File: src/rtl/pattern_pkg.sv
// Shared definitions for the pattern record interface used by
// pattern_recorder (writer) and pattern_manager (reader).
package pattern_pkg;

  localparam int TS_W  = 10;
  localparam int PAT_W = 8;
  localparam int REC_W = 18;

  typedef struct packed {
    logic [TS_W-1:0]  ts;
    logic [PAT_W-1:0] pat;
  } pattern_rec_t;

  typedef enum logic [1:0] {
    IDLE   = 2'd0,
    RECORD = 2'd1,
    FLUSH  = 2'd2
  } rec_state_e;

endpackage

File: src/rtl/pattern_recorder_if.sv
// Record stream from pattern_recorder to a chart sink.
interface pattern_recorder_if #(
  parameter int W = pattern_pkg::REC_W
);
  // A record transfers on every rising clock edge where rec_valid && rec_ready.
  // While rec_valid is high and rec_ready is low, rec_data holds steady and
  // rec_valid stays high; only a transfer (or reset) may retire it.
  logic [W-1:0] rec_data;
  logic         rec_valid;
  logic         rec_ready;

  modport master (output rec_data, output rec_valid, input rec_ready);
  modport slave  (input rec_data, input rec_valid, output rec_ready);
endinterface

File: src/rtl/record_fifo.sv
// First-word-fall-through FIFO for pattern records; head is always on dout.
module record_fifo #(
  parameter  int DEPTH = 16,
  parameter  int W     = 18,
  localparam int AW    = $clog2(DEPTH),
  localparam int CW    = $clog2(DEPTH + 1)
) (
  input  logic          clock,
  input  logic          reset_n,
  input  logic          push,
  input  logic          pop,
  input  logic [W-1:0]  din,
  output logic [W-1:0]  dout,
  output logic          full,
  output logic          empty,
  output logic [CW-1:0] count
);

  logic [W-1:0]  mem [DEPTH];
  logic [AW-1:0] wr_ptr;
  logic [AW-1:0] rd_ptr;
  logic          do_push;
  logic          do_pop;

  // A push into a full FIFO is accepted when the head leaves on the same edge.
  assign do_pop  = pop && !empty;
  assign do_push = push && (!full || do_pop);

  assign full  = (count == CW'(DEPTH));
  assign empty = (count == '0);
  assign dout  = empty ? '0 : mem[rd_ptr];

  always_ff @(posedge clock or negedge reset_n) begin
    if (!reset_n) begin
      wr_ptr <= '0;
      rd_ptr <= '0;
      count  <= '0;
    end else begin
      if (do_push) wr_ptr <= wr_ptr + AW'(1);
      if (do_pop)  rd_ptr <= rd_ptr + AW'(1);
      count <= count + CW'(do_push) - CW'(do_pop);
    end
  end

  always_ff @(posedge clock) begin
    if (do_push) mem[wr_ptr] <= din;
  end

endmodule

File: src/rtl/pattern_recorder.sv
// Samples user_input against counter10h and emits {timestamp, pattern}
// records for every change seen while recording.
module pattern_recorder
  import pattern_pkg::rec_state_e, pattern_pkg::IDLE, pattern_pkg::RECORD, pattern_pkg::FLUSH;
#(
  parameter  int DEPTH = 16,
  parameter  int TS_W  = pattern_pkg::TS_W,
  parameter  int PAT_W = pattern_pkg::PAT_W,
  localparam int CW    = $clog2(DEPTH + 1)
) (
  input  logic               clock,
  input  logic               reset_n,
  input  logic               start,
  input  logic               stop,
  input  logic [TS_W-1:0]    counter10h,
  input  logic [PAT_W-1:0]   user_input,
  pattern_recorder_if.master rec,
  output logic               busy,
  output logic               overflow,
  output logic [CW-1:0]      count,
  output rec_state_e         dbg_state
);

  localparam int RW = TS_W + PAT_W;

  logic [PAT_W-1:0] sync1;
  logic [PAT_W-1:0] sync_q;
  logic [PAT_W-1:0] last_q;
  rec_state_e       state;
  rec_state_e       state_nxt;
  logic             push;
  logic             pop;
  logic             fifo_full;
  logic             fifo_empty;
  logic [RW-1:0]    fifo_dout;

  always_ff @(posedge clock or negedge reset_n) begin
    if (!reset_n) begin
      sync1  <= '0;
      sync_q <= '0;
    end else begin
      sync1  <= user_input;
      sync_q <= sync1;
    end
  end

  always_ff @(posedge clock or negedge reset_n) begin
    if (!reset_n) state <= IDLE;
    else          state <= state_nxt;
  end

  always_comb begin
    state_nxt = state;
    case (state)
      IDLE:    if (start)      state_nxt = RECORD;
      RECORD:  if (stop)       state_nxt = FLUSH;
      FLUSH:   if (fifo_empty) state_nxt = IDLE;
      default:                 state_nxt = IDLE;
    endcase
  end

  always_comb begin
    busy          = (state != IDLE);
    dbg_state     = state;
    push          = (state == RECORD) && (sync_q != last_q) && !stop;
    rec.rec_valid = !fifo_empty;
    rec.rec_data  = fifo_dout;
    pop           = !fifo_empty && rec.rec_ready;
  end

  // Starting takes the current keys as the baseline; a dropped record
  // still advances the baseline so the next change is measured from it.
  always_ff @(posedge clock or negedge reset_n) begin
    if (!reset_n) begin
      last_q   <= '0;
      overflow <= 1'b0;
    end else if (state == IDLE && start) begin
      last_q   <= sync_q;
      overflow <= 1'b0;
    end else if (push) begin
      last_q <= sync_q;
      if (fifo_full && !pop) overflow <= 1'b1;
    end
  end

  record_fifo #(.DEPTH(DEPTH), .W(RW)) u_fifo (
    .clock   (clock),
    .reset_n (reset_n),
    .push    (push),
    .pop     (pop),
    .din     ({counter10h, sync_q}),
    .dout    (fifo_dout),
    .full    (fifo_full),
    .empty   (fifo_empty),
    .count   (count)
  );

endmodule

File: src/flat_wrapper.sv
// flat-port wrapper written by rule: the top's interface ports become plain ports
module pattern_recorder_flat import pattern_pkg::rec_state_e, pattern_pkg::IDLE, pattern_pkg::RECORD, pattern_pkg::FLUSH;
#(
  parameter  int DEPTH = 16,
  parameter  int TS_W  = pattern_pkg::TS_W,
  parameter  int PAT_W = pattern_pkg::PAT_W,
  localparam int CW    = $clog2(DEPTH + 1)
)
  (clock, reset_n, start, stop, counter10h, user_input, busy, overflow, count, dbg_state, rec_rec_data, rec_rec_valid, rec_rec_ready);
  pattern_recorder_if rec_i ();
  input  logic clock;
  input  logic reset_n;
  input  logic start;
  input  logic stop;
  input  logic [TS_W-1:0] counter10h;
  input  logic [PAT_W-1:0] user_input;
  output logic busy;
  output logic overflow;
  output logic [CW-1:0] count;
  output rec_state_e dbg_state;
  output wire logic [$bits(rec_i.rec_data)-1:0] rec_rec_data;
  output wire logic [$bits(rec_i.rec_valid)-1:0] rec_rec_valid;
  input wire logic [$bits(rec_i.rec_ready)-1:0] rec_rec_ready;
  assign rec_rec_data = rec_i.rec_data;
  assign rec_rec_valid = rec_i.rec_valid;
  assign rec_i.rec_ready = rec_rec_ready;
  pattern_recorder #(.DEPTH(DEPTH), .TS_W(TS_W), .PAT_W(PAT_W)) u_core (.clock(clock), .reset_n(reset_n), .start(start), .stop(stop), .counter10h(counter10h), .user_input(user_input), .rec(rec_i), .busy(busy), .overflow(overflow), .count(count), .dbg_state(dbg_state));
endmodule
File: config.mk
export PLATFORM = sky130hd
export DESIGN_NAME = pattern_recorder_flat
export DESIGN_NICKNAME = d
export VERILOG_FILES = /design/src/rtl/pattern_pkg.sv /design/src/rtl/pattern_recorder_if.sv /design/src/rtl/record_fifo.sv /design/src/rtl/pattern_recorder.sv /design/src/flat_wrapper.sv
export SDC_FILE = /design/constraint.sdc
export NUM_CORES = 1
export LEC_CHECK = 0
export CAP_MARGIN = 20
export CORE_MARGIN = 4
export CORE_UTILIZATION = 44
export CTS_CLUSTER_DIAMETER = 100
export DETAILED_ROUTE_END_ITERATION = 12
export PLACE_DENSITY = 0.65
export SLEW_MARGIN = 40
export SYNTH_ARGS = -nofsm -noshare
export SYNTH_HDL_FRONTEND = slang
export SYNTH_SLANG_ARGS = --single-unit
File: constraint.sdc
create_clock -name clock -period 6.4 [get_ports clock]
set_clock_uncertainty 0.15 [all_clocks]
set_input_delay 0.64 -clock clock [delete_from_list [all_inputs] [get_ports clock]]
set_output_delay 0.64 -clock clock [all_outputs]
set_load 0.01 [all_outputs]
==> results by group <==
Run status
  • Status: finished, final reports clean

Global routing
  • First-pass GRT wire length: 39900 µm
  • Met1 Usage GRT: 24.7%
  • GR Util met3: 3.26%
  • Grt peak-use layer: met2
  • Total track usage: 17.2%
  • Total gr overflow: 0
  • Largest net degree at the start of global routing: 47
  • Vias in the first global route: 6369
  • Met2 Use GR: 27.8%
  • Initial antenna violation count: 0

Job
  • Max_cap viols: 0

Routing
  • Drt wl/cell: 25.0 µm
  • Residual DRC: 0
  • Vias per cell: 5.59
  • Remaining antenna violation count: 0
  • DRT iter0 DRCs: 522
  • Via Count: 5944
  • Routed wire length: 26600 µm
  • Drt first pass iters: 4

Clock network
  • CTS clk-pin slew, worst paths: 60 ps
  • Clock Latency Late Sink: 500 ps
  • Setup Fix Bufs, Post-CTS: 0
  • Longest Clk Path Bufs: 3
  • H-tree depth: 2
  • CTS root buf: clkbuf_16
  • CTS tree: built
  • CTS buffer count: 34
  • TritonCTS Sinks: 328

Critical path
  • Reg2reg start: u_core.sync_q[5]
  • Worst setup path class: register to primary output
  • CP startpoint kind: register
  • Worst Setup End Kind: primary output
  • Worst Setup SP: u_core.u_fifo.rd_ptr[1]
  • CP max FO: 46
  • Critical Path RT: 5610 ps
  • Worst Path Arrival: 3270 ps

Final layout
  • Design Area, Final: 14900 µm²
  • Area grow syn2layout: 17.3%
  • # fillers: 2207
  • N_diodes: 0
  • Final core occ: 53.0%
  • Layout cells sized above 1: 23.6%
  • Nets: 698

Logic synthesis
  • Top area cells in the synthesized netlist: edfxtp_1 (68%), mux4_2 (13%), dfrtp_1 (7.9%), mux2i_1 (2.8%), ha_1 (1.1%)
  • Cell taking the most area after synthesis: edfxtp_1
  • Gate Count Post-Synth: 581
  • Synth warn: 0
  • Commonest cells in the netlist: edfxtp_1 (288), mux4_2 (72), dfrtp_1 (40)
  • Unique masters post-synth: 38
  • FF+latch count, synth: 328
  • Syn Area/Cell: 21.8 µm²
  • FFs w/ async S/R, synth: 12.2%
  • Net Count, Synth: 616
  • Synth Flop Type: edfxtp_1
  • Cell Area, Synth: 12700 µm²
  • Post-synth EDFFs: 288
  • Sequential share of the synthesized area: 76.1%
  • Post-synth top area share: 68.2%
  • Most common cell in the netlist: edfxtp_1

Placement
  • DP Area: 13700 µm²
  • DP HPWL: 14700 µm
  • Port Buffers: 50
  • GP Congestion: 0.755

STA
  • Slew headroom: 54.9%
  • Final Hold Viols: 0
  • Setup violators final: 0
  • Fmax achieved: 0.246 GHz
  • Setup TNS: 0 ps
  • RSZ-0062 raised after global routing: no
  • Pins Over Slew Limit: 0
  • Final min period: 4060 ps
  • Worst-Margin Slew: 677 ps
  • Period utilization: 63.4%
  • WHS: 194 ps

Floorplan
  • Die Span X: 178 µm
  • Die Y: 178 µm
  • Die Area: 31600 µm²
  • Top Ports: 51
  • Row count: 61
  • Core area: 28100 µm²
  • Initial Util: 45.2%

Power and ir drop
  • Pleak: 0.00505 µW
  • Peak supply drop: 0.276 mV
  • Power per cell area: 439 nW/µm²
  • Final Power: 6530 µW

Hold path
  • Critical hold path startpoint: u_core.sync1[3]
  • Hold WC Path Type: register to register
-- layout by cell type, fill, tap and decap left out, types with 2 or more instances in the layout --
cell type / n
nand4_1: 3
and3_1: 17
dfrtp_1: 37
o22ai_1: 18
buf_12: 2
ha_1: 11
nor2_1: 7
clkinvlp_4: 5
nand3b_1: 2
inv_1: 11
dfrtp_4: 2
clkinv_1: 3
buf_4: 20
or2_2: 2
nor4_2: 2
nand2_1: 2
mux2_2: 4
mux2i_1: 36
clkdlybuf4s50_1: 49
xor2_1: 11
mux4_2: 72
xnor2_1: 6
a21oi_1: 2
bufinv_16: 3
mux2_1: 5
clkbuf_16: 39
and2_1: 2
clkinv_2: 2
nand2_2: 2
clkbuf_1: 6
edfxtp_1: 288
-- metal layers --
layer | up-vias | part of all wire [%]
met5 | - | 0
met4 | 0 | 1.9
met3 | 42 | 5.9
met2 | 196 | 49
met1 | 3164 | 43
li1 | 2542 | -
-- metrics by stage --
step                      instances  setup slack [ps]
after CTS                      1064              2330
after detailed placement       1004              2520
after floorplan                 581              3420
after global routing           1064              2210
final                          1064              2340
after global placement         1002              2440
-- area by class of cell --
cell class	instances	area [µm²]	area share (%)
timing repair buffer	72	691	4.64
inverter	11	41.3	0.277
multi-input combinational	216	2860	19.2
clock buffer	46	1010	6.80
clock inverter	13	149	1.00
tap	378	473	3.18
sequential	328	9660	64.9
-- kinds of logic after synthesis --
logic type / after synthesis / share of synthesized area, %
flip-flops: 328 / 76.1
multiplexers: 118 / 16.5
AND/OR/NAND/NOR: 44 / 2.15
buffers and inverters: 37 / 1.43
AO/OA/AOI/OAI: 24 / 1.24
XOR/XNOR: 18 / 1.30
adder cells (fa/ha/maj): 12 / 1.24
-- power breakdown --
group | internal (µW) | switching, µW
logic | 987 | 860
registers | 2480 | 206
clock network | 1230 | 773
total | 4700 | 1840
-- repair_timing --
action | 4_1_cts | 5_1_grt
gates resized for setup | 0 | 0
hold buffers | 1 | 0
hold endpoints to repair | 40 | 0
-- worst max-delay path, cell delays in order (launching register included) --
cell	delay (ps)
dfrtp_4	850
buf_4	530
mux4_2	390
mux2i_1	310
o22ai_1	140
clkdlybuf4s50_1	520
-- sequential cells by signal, summed over array words and instances (netlist names) --
register	cells
u_core.overflow	1
u_core.sync_q	8
u_core.u_fifo.count	5
u_core.dbg_state	2
u_core.u_fifo.mem	288
u_core.sync1	8
u_core.u_fifo.wr_ptr	4
u_core.u_fifo.rd_ptr	4
u_core.last_q	8
-- final timing paths --
check                      depth (start not counted)                 endpoint  slack [ps]
max in group asynchronous                          2  u_core.u_fifo.rd_ptr[0]        5190
hold reg to reg                                    0         u_core.sync_q[3]         190
min in group asynchronous                          2         u_core.sync_q[3]         500
setup reg to reg                                  13   u_core.u_fifo.count[4]        2960
hold / removal                                     0         u_core.sync_q[3]         190
setup / recovery                                   5         rec_rec_data[12]        2340
No activity file was read; power rests on OpenSTA's default activity.
